**src/rtl/fir_decim_fifo_pkg.sv**
```systemverilog
// Shared constants and types for the FIR decimator / FIFO output stage.
// FIR_DATA_W is also the output width of the fir_lp filter feeding this stage.
package fir_decim_fifo_pkg;

  localparam int FIR_DATA_W         = 32;
  localparam int FIR_DECIM_DEF      = 4;
  localparam int FIR_FIFO_DEPTH_DEF = 8;

  // The bit order is {write, read}, which matches the FIFO's level update.
  typedef enum logic [1:0] {
    FIFO_IDLE = 2'b00,
    FIFO_POP  = 2'b01,
    FIFO_PUSH = 2'b10,
    FIFO_BOTH = 2'b11
  } fifo_op_e;

  // A counter always needs at least one bit, even when DECIM is 1.
  function automatic int cntWidth(input int n);
    return (n > 1) ? $clog2(n) : 1;
  endfunction

endpackage

```
**src/rtl/fir_decim_fifo_fwft.sv**
```systemverilog
// First-word-fall-through synchronous FIFO. The head word is readable
// combinationally whenever the FIFO is non-empty, and rd_data is zero when it is empty.
module sync_fifo_fwft
  import fir_decim_fifo_pkg::*;
#(
  parameter int DATA_W = FIR_DATA_W,
  parameter int DEPTH  = FIR_FIFO_DEPTH_DEF,
  localparam int AW    = $clog2(DEPTH)
) (
  input  logic              clk,
  input  logic              reset_n,
  input  logic              wr_en,
  input  logic [DATA_W-1:0] wr_data,
  input  logic              rd_en,
  output logic [DATA_W-1:0] rd_data,
  output logic              empty,
  output logic              full,
  output logic [AW:0]       level
);

  logic [DATA_W-1:0] mem [DEPTH];
  logic [AW-1:0]     wrPtr_q, wrPtr_d;
  logic [AW-1:0]     rdPtr_q, rdPtr_d;
  logic [AW:0]       level_q, level_d;
  logic              wrOk, rdOk;
  fifo_op_e          op;

  assign empty = (level_q == '0);
  assign full  = (level_q == (AW + 1)'(DEPTH));
  assign level = level_q;

  // On a full FIFO a write is accepted only together with a read. The write
  // then lands in the slot that the read is freeing.
  assign rdOk = rd_en && !empty;
  assign wrOk = wr_en && (!full || rdOk);
  assign op   = fifo_op_e'({wrOk, rdOk});

  always_comb begin
    wrPtr_d = wrPtr_q;
    rdPtr_d = rdPtr_q;
    level_d = level_q;
    if (wrOk) wrPtr_d = wrPtr_q + 1'b1;
    if (rdOk) rdPtr_d = rdPtr_q + 1'b1;
    case (op)
      FIFO_PUSH: level_d = level_q + 1'b1;
      FIFO_POP:  level_d = level_q - 1'b1;
      default:   level_d = level_q;
    endcase
  end

  always_ff @(posedge clk or negedge reset_n) begin
    if (!reset_n) begin
      wrPtr_q <= '0;
      rdPtr_q <= '0;
      level_q <= '0;
    end else begin
      wrPtr_q <= wrPtr_d;
      rdPtr_q <= rdPtr_d;
      level_q <= level_d;
    end
  end

  // The storage has no reset. Stale words are never seen because rd_data
  // is gated by the empty flag.
  always_ff @(posedge clk) begin
    if (wrOk) mem[wrPtr_q] <= wr_data;
  end

  assign rd_data = empty ? '0 : mem[rdPtr_q];

endmodule

```
**src/rtl/fir_decim_fifo.sv**
```systemverilog
// Keeps 1 of every DECIM enabled FIR samples and buffers the kept samples for a slow
// consumer. When the buffer is full, an extra sample is dropped and the sticky overflow flag is set.
module fir_decim_fifo
  import fir_decim_fifo_pkg::*;
#(
  parameter int DATA_W = FIR_DATA_W,
  parameter int DECIM  = FIR_DECIM_DEF,
  parameter int DEPTH  = FIR_FIFO_DEPTH_DEF,
  localparam int AW    = $clog2(DEPTH)
) (
  input  logic              clk,
  input  logic              reset_n,
  input  logic [DATA_W-1:0] in_data,
  input  logic              in_en,
  output logic [DATA_W-1:0] out_data,
  output logic              out_valid,
  input  logic              out_ready,
  output logic [AW:0]       level,
  output logic              overflow,
  input  logic              clr_ovf
);

  localparam int            CW       = cntWidth(DECIM);
  localparam logic [CW-1:0] CNT_LAST = CW'(DECIM - 1);

  logic [CW-1:0] cnt_q, cnt_d;
  logic          overflow_q, overflow_d;
  logic          push, pop, fifoEmpty, fifoFull, wrEn;

  assign push      = in_en && (cnt_q == CNT_LAST);
  assign out_valid = !fifoEmpty;
  assign pop       = out_valid && out_ready;
  assign wrEn      = push && (!fifoFull || pop);
  assign overflow  = overflow_q;

  // The counter advances only on enabled cycles. A set request beats a clear request in the same cycle.
  always_comb begin
    cnt_d      = cnt_q;
    overflow_d = overflow_q;
    if (in_en) cnt_d = (cnt_q == CNT_LAST) ? '0 : cnt_q + 1'b1;
    if (clr_ovf) overflow_d = 1'b0;
    if (push && fifoFull && !pop) overflow_d = 1'b1;
  end

  always_ff @(posedge clk or negedge reset_n) begin
    if (!reset_n) begin
      cnt_q      <= '0;
      overflow_q <= 1'b0;
    end else begin
      cnt_q      <= cnt_d;
      overflow_q <= overflow_d;
    end
  end

  sync_fifo_fwft #(
    .DATA_W(DATA_W),
    .DEPTH (DEPTH)
  ) uFifo (
    .clk    (clk),
    .reset_n(reset_n),
    .wr_en  (wrEn),
    .wr_data(in_data),
    .rd_en  (pop),
    .rd_data(out_data),
    .empty  (fifoEmpty),
    .full   (fifoFull),
    .level  (level)
  );

endmodule

```
**config.mk**
```make
export PLATFORM = sky130hd
export DESIGN_NAME = fir_decim_fifo
export DESIGN_NICKNAME = d
export VERILOG_FILES = /design/src/rtl/fir_decim_fifo_pkg.sv /design/src/rtl/fir_decim_fifo_fwft.sv /design/src/rtl/fir_decim_fifo.sv
export SDC_FILE = /design/constraint.sdc
export NUM_CORES = 1
export LEC_CHECK = 0
export CORE_UTILIZATION = 25
export CTS_BUF_LIST = sky130_fd_sc_hd__clkbuf_4
export CTS_CLUSTER_SIZE = 28
export DETAILED_ROUTE_END_ITERATION = 6
export PLACE_DENSITY = 0.39
export SLEW_MARGIN = 15
export SYNTH_ARGS = -nofsm -noshare
export SYNTH_HDL_FRONTEND = slang
export SYNTH_SLANG_ARGS = --single-unit
```
**constraint.sdc**
```tcl
create_clock -name clk -period 11.9 [get_ports clk]
set_input_delay 2.38 -clock clk [delete_from_list [all_inputs] [get_ports clk]]
set_output_delay 2.38 -clock clk [all_outputs]
set_load 0.005 [all_outputs]
```
==> run metrics <==
outcome complete, but fails checks; failing checks design-rule violations; Power Total 2.90 mW; Post-synth ARST share 4.83%; worst-skew pair later-pin latency 680 ps; power per cell area 226 mW/mm2; Ys Warns 0; f_max 166 MHz; critical path class reg2out; met2 usage 18.7%; HP Class reg2reg; VDD IR-drop max 102 uV; internal power 2.04 mW; H-tree lvl count 3; Post-DRT Antenna Nets 0; DRT iter0 DRCs 310; Die Ht 207 um; Post-Synthesis Cell Area 0.0105 mm2; RSZ-0062 raised after global routing no; I/O Buffers 74; DR vias 5,203; met3 GRT Util 3.55%; Cell Rows 74; FILL cells 4,068; most frequent cell after synthesis edfxtp_1; fin crit share 50.6%; setup TNS 0 ps; Yosys reg bits 269; I/O pins 75; met1 Track Usage GR 15.8%; CTS Buf Count 75; Yosys top cell by area edfxtp_1; Final Max Slew Viols 0; HPWL Detailed 13,200 um; die area 0.0428 mm2; post-CTS setup buffer count 0; layout cells sized above 1 32.1%; Post-Syn Area per Cell 21.9 um2; Clock transition at path regs 60 ps; P_sw 0.854 mW; Clock Skews 37.1 ps; R2R Setup Slk 8990 ps; sequential area share after synthesis 76.4%; Most used DFF post-synth edfxtp_1; 1st-pass router iterations 7; sequential power share 42.3%; DRT Wirelength 24,600 um; Post-CTS Hold Fix Bufs 0; Synth Net Count 522; switching share of power 29.5%; Max-Cap Viols 0; Clock Sinks 269; area delta synth->final 22.2%; nature of the critical path startpoint register; routed len/inst 20.4 um; Setup Viol. Count Final 0; synth cell count leaders edfxtp_1, mux4_2, nor2_1; Critical Path RT 9520 ps; DIE WIDTH 207 um; endpoint class of the critical path output pin; clock root buffer clkbuf_4; initial antenna violation count 4; CTS Buffer Depth 3; post-CTS sizing 0; Critical Path AT 3640 ps; relative slew slack 24.1%; largest net degree at the start of global routing 67; drt drc 10; Leak Pwr 4.19 nW; part of the power in the clock network 28.0%; synth unique cells 33; Synth area leaders edfxtp_1, mux4_2, dfrtp_1; Final Net Count 661; slew of the pin with the lowest slew margin 1130 ps; Critical Path Fanout Max 48; first-pass GRT wire length 36,800 um; top-area cell type share of the netlist area 73.3%; CTS tree yes; minimum clock period 6020 ps; vias per cell 4.31; vias in the first global route 5,874; Logic pwr share 29.7%; CORE AREA 0.0411 mm2; Mapped Cells 479; grt peak-use layer met2; Initial Util 25.5%; GRT overflow 0; Post-synth EDFFs 256; routability cong. 0.664; Tot GR Track Use 12.0%; Hold Vio Cnt, Final 0
[through the flow]
stage | area (um2) | util (%) | hold WS [ps] | setup WS [ps] | instances
floorplan | 10500 | - | 485 | 5650 | 479
global placement | 11900 | 28.9 | 495 | 6350 | 1073
detailed placement | 11900 | 28.9 | 525 | 6360 | 1073
CTS | 12800 | 31.2 | 538 | 5600 | 1204
global route | 12800 | 31.2 | 552 | 5490 | 1206
finish | 12800 | 31.2 | 530 | 5880 | 1207
[power by group through the flow]
stage	sequential [mW]	clock [mW]	combinational [mW]
after floorplan	1.16	0	0.585
after global placement	1.25	0	0.888
after detailed placement	1.25	0	0.890
after CTS	1.23	0.852	0.893
after global routing	1.24	0.899	0.945
final	1.23	0.810	0.860
[logic make-up after synthesis]
group	count (synthesis)	synth area share [%]
xor+xnor	9	0.751
simple gates	60	2.66
fa+ha+maj	6	0.716
flops	269	76.4
mux	101	17.4
buf+inv	28	1.67
compound gates	6	0.441
[worst max-delay path: stages, from the launching register on]
cell,delay (ps)
dfrtp_4,700
buf_4,870
mux4_2,610
mux2i_1,180
nor2_1,110
clkdlybuf4s50_1,490
[state kept, by name (all words and copies together) (netlist names)]
signal / cells
uFifo.level: 4
cnt_q: 2
uFifo.wrPtr_q: 3
uFifo.rdPtr_q: 3
uFifo.mem: 256
overflow: 1
[placed cells by master, fill, tap and decap left out, types with 6 or more instances in the layout]
master	n
buf_4	12
clkbuf_4	114
clkdlybuf4s50_1	74
clkinv_1	12
dfrtp_1	10
edfxtp_1	256
ha_1	6
mux2i_1	32
mux4_2	64
nor2_1	35
[metal layers]
metal  routed length, um  part of all wire (%)
met1               11300                    46
met2               11700                    47
met3                1230                   5.0
met4                 406                   1.6
met5                  13                 0.053
[cell type report]
class                      count  area [um2]  area share, %
sequential                   269        8020           62.6
clock buffer                 114         856           6.68
tap                          532         666           5.19
inverter                       4        15.0          0.117
antenna                        3        7.51         0.0586
clock inverter                17        67.6          0.527
multi-input combinational    182        2350           18.3
timing repair buffer          86         831           6.48
[worst paths after layout]
path / startpoint / end / depth (start not counted)
hold reg to reg: cnt_q[1] / cnt_q[1] / 1
min in group asynchronous: reset_n / cnt_q[1] / 1
setup reg to reg: uFifo.level[0] / uFifo.mem[5][6] / 5
setup / recovery: uFifo.rdPtr_q[0] / out_data[4] / 5
max in group asynchronous: reset_n / uFifo.rdPtr_q[1] / 1
hold / removal: cnt_q[1] / cnt_q[1] / 1
Power figures use the tool's default switching activity.
